`src/rtl/product_accumulator.sv`:
```
// Accumulates multiplier products into groups of up to LEN terms and presents
// each group sum, term count and sticky carry flag on a registered valid/ready port.
module product_accumulator #(
    parameter int PROD_W = 10,
    parameter int LEN    = 8,
    parameter int ACC_W  = 13,
    parameter int CNT_W  = 4
) (
    input  logic              clk,
    input  logic              rst,
    input  logic              in_valid,
    output logic              in_ready,
    input  logic [PROD_W-1:0] in_prod,
    input  logic              in_last,
    output logic              out_valid,
    input  logic              out_ready,
    output logic [ACC_W-1:0]  out_sum,
    output logic [CNT_W-1:0]  out_count,
    output logic              out_ovf
);

    typedef enum logic {ACCUM = 1'b0, HOLD = 1'b1} state_t;

    state_t             state_q, state_d;
    logic [ACC_W-1:0]   acc_q, acc_d;
    logic [CNT_W-1:0]   cnt_q, cnt_d;
    logic               ovf_q, ovf_d;
    logic               out_valid_q, out_valid_d;
    logic [ACC_W-1:0]   out_sum_q, out_sum_d;
    logic [CNT_W-1:0]   out_count_q, out_count_d;
    logic               out_ovf_q, out_ovf_d;

    logic [ACC_W:0]     nxt;
    logic [CNT_W-1:0]   cnt_inc;
    logic               ovf_new;
    logic               close;

    always_comb begin
        state_d     = state_q;
        acc_d       = acc_q;
        cnt_d       = cnt_q;
        ovf_d       = ovf_q;
        out_valid_d = out_valid_q;
        out_sum_d   = out_sum_q;
        out_count_d = out_count_q;
        out_ovf_d   = out_ovf_q;

        // One extra bit on the adder catches the carry out of the accumulator.
        nxt     = {1'b0, acc_q} + (ACC_W+1)'(in_prod);
        cnt_inc = cnt_q + CNT_W'(1);
        ovf_new = ovf_q | nxt[ACC_W];
        close   = (cnt_inc == CNT_W'(LEN)) || in_last;

        case (state_q)
            ACCUM: begin
                if (in_valid) begin
                    if (close) begin
                        out_sum_d   = nxt[ACC_W-1:0];
                        out_count_d = cnt_inc;
                        out_ovf_d   = ovf_new;
                        out_valid_d = 1'b1;
                        acc_d       = '0;
                        cnt_d       = '0;
                        ovf_d       = 1'b0;
                        state_d     = HOLD;
                    end else begin
                        acc_d = nxt[ACC_W-1:0];
                        cnt_d = cnt_inc;
                        ovf_d = ovf_new;
                    end
                end
            end
            HOLD: begin
                // Result fields stay as-is after the transfer; only valid drops.
                if (out_ready) begin
                    out_valid_d = 1'b0;
                    state_d     = ACCUM;
                end
            end
            default: state_d = ACCUM;
        endcase
    end

    always_ff @(posedge clk) begin
        if (rst) begin
            state_q     <= ACCUM;
            acc_q       <= '0;
            cnt_q       <= '0;
            ovf_q       <= 1'b0;
            out_valid_q <= 1'b0;
            out_sum_q   <= '0;
            out_count_q <= '0;
            out_ovf_q   <= 1'b0;
        end else begin
            state_q     <= state_d;
            acc_q       <= acc_d;
            cnt_q       <= cnt_d;
            ovf_q       <= ovf_d;
            out_valid_q <= out_valid_d;
            out_sum_q   <= out_sum_d;
            out_count_q <= out_count_d;
            out_ovf_q   <= out_ovf_d;
        end
    end

    assign in_ready  = (state_q == ACCUM);
    assign out_valid = out_valid_q;
    assign out_sum   = out_sum_q;
    assign out_count = out_count_q;
    assign out_ovf   = out_ovf_q;

endmodule

```
`config.mk`:
```
export PLATFORM = sky130hd
export DESIGN_NAME = product_accumulator
export DESIGN_NICKNAME = d
export VERILOG_FILES = /design/src/rtl/product_accumulator.sv
export SDC_FILE = /design/constraint.sdc
export NUM_CORES = 1
export LEC_CHECK = 0
export CORE_MARGIN = 2
export CORE_UTILIZATION = 40
export CTS_CLUSTER_SIZE = 16
export DETAILED_ROUTE_END_ITERATION = 10
export SYNTH_ARGS = -nofsm -noshare
export SYNTH_HDL_FRONTEND = slang
export SYNTH_SLANG_ARGS = --single-unit
```
`constraint.sdc`:
```
create_clock -name clk -period 2.7 [get_ports clk]
set_input_delay 0.675 -clock clk [delete_from_list [all_inputs] [get_ports clk]]
set_output_delay 0.675 -clock clk [all_outputs]
set_load 0.05 [all_outputs]
```
Word level (Yosys, flattened, before mapping)
Cells that the tools add are included.
{ "totals": {"ram_bits": 0, "latchBits": 0, "rom_bits": 0, "elab_cells": 31, "reg_bits": 38, "in_bits": 15, "memories": 0, "output_inout_bits": 20} }
{ "op_classes": {"shifts": 0, "n_div": 0, "n_lt_le_gt_ge": 0, "n_mul": 0, "n_reduce_logical": 4, "n_bitwise": 2, "muxes": 11, "eq_ne": 4, "n_addsub": 2} }
{ "ops": {"columns": ["op", "n"], "rows": [
  ["13-bit by 10-bit adder with 14-bit output", 1],
  ["13-bit 2-to-1 mux", 1],
  ["1-bit 2-to-1 mux", 7],
  ["3-bit AND reduction", 2],
  ["4-bit by 1-bit adder with 4-bit output, second input constant", 1],
  ["4-bit == test, second input constant", 1],
  ["4-bit 2-to-1 mux", 1],
  ["2-bit inequality test, second input constant", 2],
  ["1-bit case mux with 2 select lines", 2],
  ["2-bit by 1-bit inequality test with 1-bit output, second input constant", 1],
  ["2-bit AND reduction", 1],
  ["1-bit logical OR", 1],
  ["1-bit inverter", 1],
  ["1-bit OR", 1]
]} }

Logic depth before layout (Yosys ltp)
Gate-level depths: netlist of the first run.
{ "logic_depth": {"ltp_word": 6, "depth_mapped": 7} }

Least setup slack after synthesis of the first run
No wires, ideal clock.
{ "synth_path": {"path_type": "input to register", "start": "in in_prod[0]", "end": "reg out_sum_q[10], in the netlist out_sum[10]", "path_slack_ps": 262, "required_ps": 2614, "n_path_buf": 0, "t_arrival_ps": 2353, "cell_stages": 7, "path_cell_list": "ha_1 fa_1 a21o_1 a221oi_2 o22ai_1 xnor2_1 a211oi_1"} }
{ "synth_via": {"elab_chain_len": 1} }
{ "synth_rtl": {"columns": ["item", "line_no", "rtl"], "rows": [
  ["from (decl)", "13", "input logic [PROD_W-1:0] in_prod,"],
  ["13-bit by 10-bit adder with 14-bit output", "49", "nxt = {1'b0, acc_q} + (ACC_W+1)'(in_prod);"],
  ["to (signal assigned)", "100", "out_sum_q <= out_sum_d;"],
  ["to (decl)", "29", "logic [ACC_W-1:0] out_sum_q, out_sum_d;"]
]} }
Every way passes these cells.
A chain may end at the register's enable or synchronous reset.

Worst setup path in the final report of the first run
{ "layout_path": {"start": "in in_prod[0]", "end": "reg out_sum_q[12], in the netlist out_sum[12]"} }
The elaborated chain is that of the path after synthesis.

==> flow_summary.json, run 1 <==
{
  "ctsHoldBuffers": 0,
  "async_flop_share": 0,
  "startpoint_type": "input port",
  "dieArea_mm2": 0.00566,
  "cts.sinks": 38,
  "root_buffer": "clkbuf_8",
  "htreeDepth": 2,
  "path_max_fanout": 4,
  "dr.pass1.iters": 4,
  "grt_pass1_wl_um": 8290,
  "synthToLayoutAreaGrowth_pct": 33.3,
  "mostFrequentLayoutCells": "dfxtp_1, clkdlybuf4s50_1, nand2_1",
  "finalNonFillerCells": 357,
  "synth-edff-count": 0,
  "diodes": 0,
  "max-vdd-ir-drop_v": 0.000292,
  "grt_pass1_vias": 1807,
  "synth_top_area_frac": 0.375,
  "viasPerCell": 5.27,
  "row_count": 25,
  "synth_nets": 265,
  "fmax_mhz": 388,
  "finalCriticalPeriod_ps": 2580,
  "netlist-cell-type-count": 55,
  "crit_type": "in2reg",
  "ys_ff_latch": 38,
  "final_common_cell": "dfxtp_1",
  "slew_headroom": 0.645,
  "worstPathArrival_ps": 2790,
  "fin_skew_ps": 4.70,
  "tns_ps": 0,
  "core_region_area_mm2": 0.00482,
  "finalPower_mw": 1.43,
  "hold_path_class": "reg2reg",
  "yosys_warnings": 0,
  "worstReg2RegStart": "acc_q[0]",
  "syn-cell-area_mm2": 0.00203,
  "setup.worst_path.start": "in_prod[0]",
  "cts_tree": "built",
  "hold_viol": 0,
  "routabilityCongestion": 0.805,
  "cts_buffers": 5,
  "grt_max_degree": 45,
  "fill_cells": 471,
  "worstMarginPinSlew_ps": 530,
  "dp_hpwl_um": 3650,
  "cts_setup_buffers": 0,
  "clk_latency_ps": 290,
  "dp.cells": 349,
  "maxCapViolCount": 0,
  "path_clk_slew_ps": 80,
  "start_util": 0.421,
  "synth_area_per_cell_um2": 8.52,
  "wl_um": 4920,
  "fin_util": 0.561,
  "synth_cells": 238,
  "grt_setup_unrepaired": "no",
  "die_w_um": 75.2,
  "cts_resized": 0,
  "overflow": 0,
  "min_from": "out_sum[1]",
  "clk_path_buf_depth": 2,
  "seq_area_frac_synth": 0.375,
  "crit_required_ps": 2910,
  "die-height_um": 75.2,
  "track_usage": 0.194,
  "portBuffers": 34,
  "setup.worst_path.end_class": "flop",
  "antenna_found_initial": 0,
  "routedWlPerCell_um": 13.8,
  "drc": 0,
  "layout-drive-gt1-share": 0.138,
  "status": "completed",
  "post-route-period-util": 0.955,
  "drv_slew": 0,
  "leakagePower_nw": 1.06,
  "num_vias": 1883,
  "whs_ps": 455,
  "drtIter0Drc": 58,
  "setup_viol": 0,
  "io_pins": 35,
  "synth_area_leader_cell": "dfxtp_1",
  "nets": 316,
  "ant_nets": 0,
  "synthFlopType": "dfxtp_1",
  "synthTopCellsByArea": "dfxtp_1, ha_1, nand2_1, a21oi_1, nor2_1",
  "cellPowerDensity_mw_per_mm2": 529
}
cell families (layout without fill, tap and decap cells):
logic type	Yosys count	count (layout)	share of synthesized area
simple gates	94	94	0.223
compound gates	70	70	0.251
flops	38	38	0.375
buf+inv	14	66	0.0290
fa+ha+maj	12	12	0.0777
xor+xnor	9	9	0.0389
mux	1	1	0.00494
critical path, cell delays in order:
cell,delay [ps]
clkdlybuf4s50_1,410
ha_1,230
fa_1,410
a21o_1,230
a221oi_4,290
o21a_1,200
o21ai_0,110
a311oi_2,230
cells in the mapped netlist, types with 2 or more instances:
library cell,instances
nor2b_1,4
a22oi_1,4
xor2_1,3
o21ai_1,3
nand3_1,10
buf_2,2
xnor2_1,6
ha_1,11
o211ai_1,4
a211o_1,3
o211a_1,2
clkbuf_1,9
nand3b_1,5
and3_1,2
dfxtp_1,38
a21o_1,5
a211oi_1,6
a21oi_1,21
nor2_1,27
o21ai_0,4
nor3_1,3
nand2b_1,3
or3_1,2
a32oi_1,2
nand2_1,29
metal layers:
metal  part of all wire  track usage  wire (um)
met3              0.028       0.0402        137
met4              0.012       0.0604         61
met2               0.45        0.319       2200
met5                  0            0          0
met1               0.51        0.256       2520
flip-flops by register name, summed over array words and instances, names as in the netlist:
register	flops
acc_q	13
state_q	1
out_count	4
out_ovf	1
out_valid	1
ovf_q	1
out_sum	13
cnt_q	4
area by class of cell:
type | instances | area [um^2] | area share
Clock buffer | 7 | 76.3 | 0.0282
Clock inverter | 1 | 30.0 | 0.0111
Inverter | 2 | 7.51 | 0.00278
Multi-Input combinational cell | 186 | 1230 | 0.454
Sequential cell | 38 | 761 | 0.281
Tap cell | 67 | 83.8 | 0.0310
Timing Repair Buffer | 56 | 518 | 0.192
through the flow:
step	setup slack, ps	cell area (um^2)
CTS	83.1	2690
finish	121	2700
floorplan	262	2030
detailed placement	-230	2580
global placement	-185	2580
global route	3.57	2700
report_power, final:
group / internal [mW] / switching, mW / leakage (nW)
logic: 0.144 / 0.199 / 0.702
registers: 0.588 / 0.0165 / 0.310
clock network: 0.277 / 0.206 / 0.0524
worst paths after layout:
check	end	slack, ps	depth (start not counted)
setup / recovery	out_sum[12]	120	8
hold / removal	out_sum[1]	460	2
setup reg to reg	out_sum[12]	610	7
hold reg to reg	out_sum[1]	460	2
Note: power is estimated with default switching activity, not from simulation.
==> run 2, diff against run 1 <==
--- a/config.mk
+++ b/config.mk
@@ -5,7 +5,7 @@
 export SDC_FILE = /design/constraint.sdc
 export NUM_CORES = 1
 export LEC_CHECK = 0
-export CORE_MARGIN = 2
+export CORE_MARGIN = 3
 export CORE_UTILIZATION = 40
 export CTS_CLUSTER_SIZE = 16
 export DETAILED_ROUTE_END_ITERATION = 10
==> constraint.sdc (replaced) <==
create_clock -name clk -period 3.2 [get_ports clk]
set_input_delay 0.8 -clock clk [delete_from_list [all_inputs] [get_ports clk]]
set_output_delay 0.8 -clock clk [all_outputs]
set_load 0.05 [all_outputs]
==> flow_summary.json, run 2 (synthesis results as in run 1) <==
{
  "crit_required_ps": 3410,
  "routabilityCongestion": 0.778,
  "worstPathArrival_ps": 3050,
  "dr.pass1.iters": 4,
  "finalNonFillerCells": 342,
  "grt_pass1_wl_um": 8270,
  "r2r_slack_ps": 980,
  "final_common_cell": "dfxtp_1",
  "setup.worst_path.end_class": "flop",
  "core_region_area_mm2": 0.00482,
  "overflow": 0,
  "cp_cell_sequence": "clkdlybuf4s50_1, ha_1, fa_1, a21o_1, a221oi_2, o22ai_1, xnor2_1, a211oi_1",
  "power.clock.fraction": 0.343,
  "cellPowerDensity_mw_per_mm2": 460,
  "grt_max_degree": 29,
  "fin_skew_ps": 7.75,
  "fill_cells": 481,
  "path_clk_slew_ps": 80,
  "fmax_mhz": 352,
  "grt_setup_unrepaired": "no",
  "hold_path_class": "reg2reg",
  "htreeDepth": 2,
  "mostFrequentLayoutCells": "dfxtp_1, clkdlybuf4s50_1, nand2_1",
  "die_w_um": 77.2,
  "cts_setup_buffers": 0,
  "routedWlPerCell_um": 13.8,
  "multiInputGateArea_mm2": 0.00121,
  "startpoint_type": "input port",
  "pwr-share-comb": 0.224,
  "status": "completed",
  "p_int_mw": 0.829,
  "timing.reg2reg.worst_path_depth": 7,
  "row_count": 25,
  "cts_buffers": 5,
  "setup_viol": 0,
  "critPathTopFamily": "compound AO/OA/AOI/OAI gates",
  "die-height_um": 77.2,
  "worstMarginPinSlew_ps": 711,
  "io_pins": 35,
  "max-vdd-ir-drop_v": 0.000182,
  "clk_latency_ps": 290,
  "dieArea_mm2": 0.00596,
  "dp_hpwl_um": 3430,
  "crit_path_top_delay_cell": "fa_1",
  "diodes": 0,
  "start_util": 0.421,
  "hold_depth": 2,
  "path_max_fanout": 4,
  "maxCapViolCount": 0,
  "switchingPower_mw": 0.351,
  "wl_um": 4730,
  "finalPower_mw": 1.18,
  "drtIter0Drc": 48,
  "num_vias": 1808,
  "whs_endpoint": "out_sum[4]",
  "portBuffers": 34,
  "antenna_found_initial": 0,
  "viasPerCell": 5.29,
  "dp.cells": 334,
  "hold_viol": 0,
  "synthToLayoutAreaGrowth_pct": 26.3,
  "worstReg2RegStart": "acc_q[0]",
  "min_from": "out_sum[4]",
  "drc": 0,
  "layout-drive-gt1-share": 0.0945,
  "tns_ps": 0,
  "root_buffer": "clkbuf_8",
  "seqCellArea_um2": 761,
  "grt_pass1_vias": 1752,
  "nets": 301,
  "crit_type": "in2reg",
  "cts_resized": 0,
  "ant_nets": 0,
  "post-route-period-util": 0.888,
  "track_usage": 0.172,
  "cts.sinks": 38,
  "leakagePower_nw": 0.988,
  "ctsHoldBuffers": 0,
  "cts_tree": "built",
  "clk_path_buf_depth": 2,
  "slew_headroom": 0.525,
  "slowest_delay_ps": 420,
  "switching_share": 0.297,
  "seq_power_share": 0.433,
  "path_buf_inv": 1,
  "r2r-end": "out_sum[10]",
  "drv_slew": 0,
  "finalCriticalPeriod_ps": 2840
}
-- run 2: cell types whose count changed in the layout (fill, tap and decap cells not counted), sizes merged --
cell / previous run / this run
clkinv: 0 / 2
buf: 22 / 7
clkbuf: 7 / 5
-- run 2: metrics by stage --
step,setup WS (ps),area (um^2),util,hold WS (ps)
after CTS,354,2560,0.532,460
after global routing,165,2560,0.532,474
after global placement,85.5,2450,0.509,443
final,360,2560,0.532,454
after detailed placement,56.4,2450,0.509,448
after floorplan,637,2030,-,436
-- run 2: worst max-delay path by stage --
| stage | from | endpoint | slack (ps) | depth (start not counted) |
|---|---|---|---|---|
| finish | in_prod[0] | out_sum[10] | 360 | 8 |
| global route | in_prod[0] | out_sum[10] | 160 | 8 |
| CTS | in_prod[0] | out_sum[10] | 350 | 8 |
| detailed placement | in_prod[0] | out_sum[10] | 60 | 8 |
| global placement | in_prod[0] | out_sum[10] | 90 | 8 |
| floorplan | in_prod[0] | out_sum[10] | 640 | 7 |
-- run 2: cell type report --
class,count,share of cell area
Clock buffer,5,0.0269
Tap cell,67,0.0327
Inverter,2,0.00293
Multi-Input combinational cell,186,0.472
Timing Repair Buffer,41,0.153
Clock inverter,3,0.0156
Sequential cell,38,0.297
-- run 2: routing by layer --
metal	vias to the layer above	wire (um)	track usage
li1	936	-	-
met1	830	2360	0.223
met2	32	2120	0.271
met3	10	129	0.0352
met4	0	126	0.0854
met5	-	0	0
-- run 2: worst register-to-register path, cell delays in order (launching register included) --
cell and delay, ps:
dfxtp_1 320, ha_1 230, fa_1 420, a21o_1 220
a221oi_2 360, o22ai_1 210, xnor2_1 160, a211oi_1 220
-- run 2: power by group through the flow --
stage | clock network, mW | registers [mW] | logic [mW]
2_1_floorplan | 0 | 0.569 | 0.133
3_3_place_gp | 0 | 0.521 | 0.266
3_5_place_dp | 0 | 0.522 | 0.265
4_1_cts | 0.419 | 0.510 | 0.267
5_1_grt | 0.443 | 0.514 | 0.291
6_report | 0.405 | 0.510 | 0.265
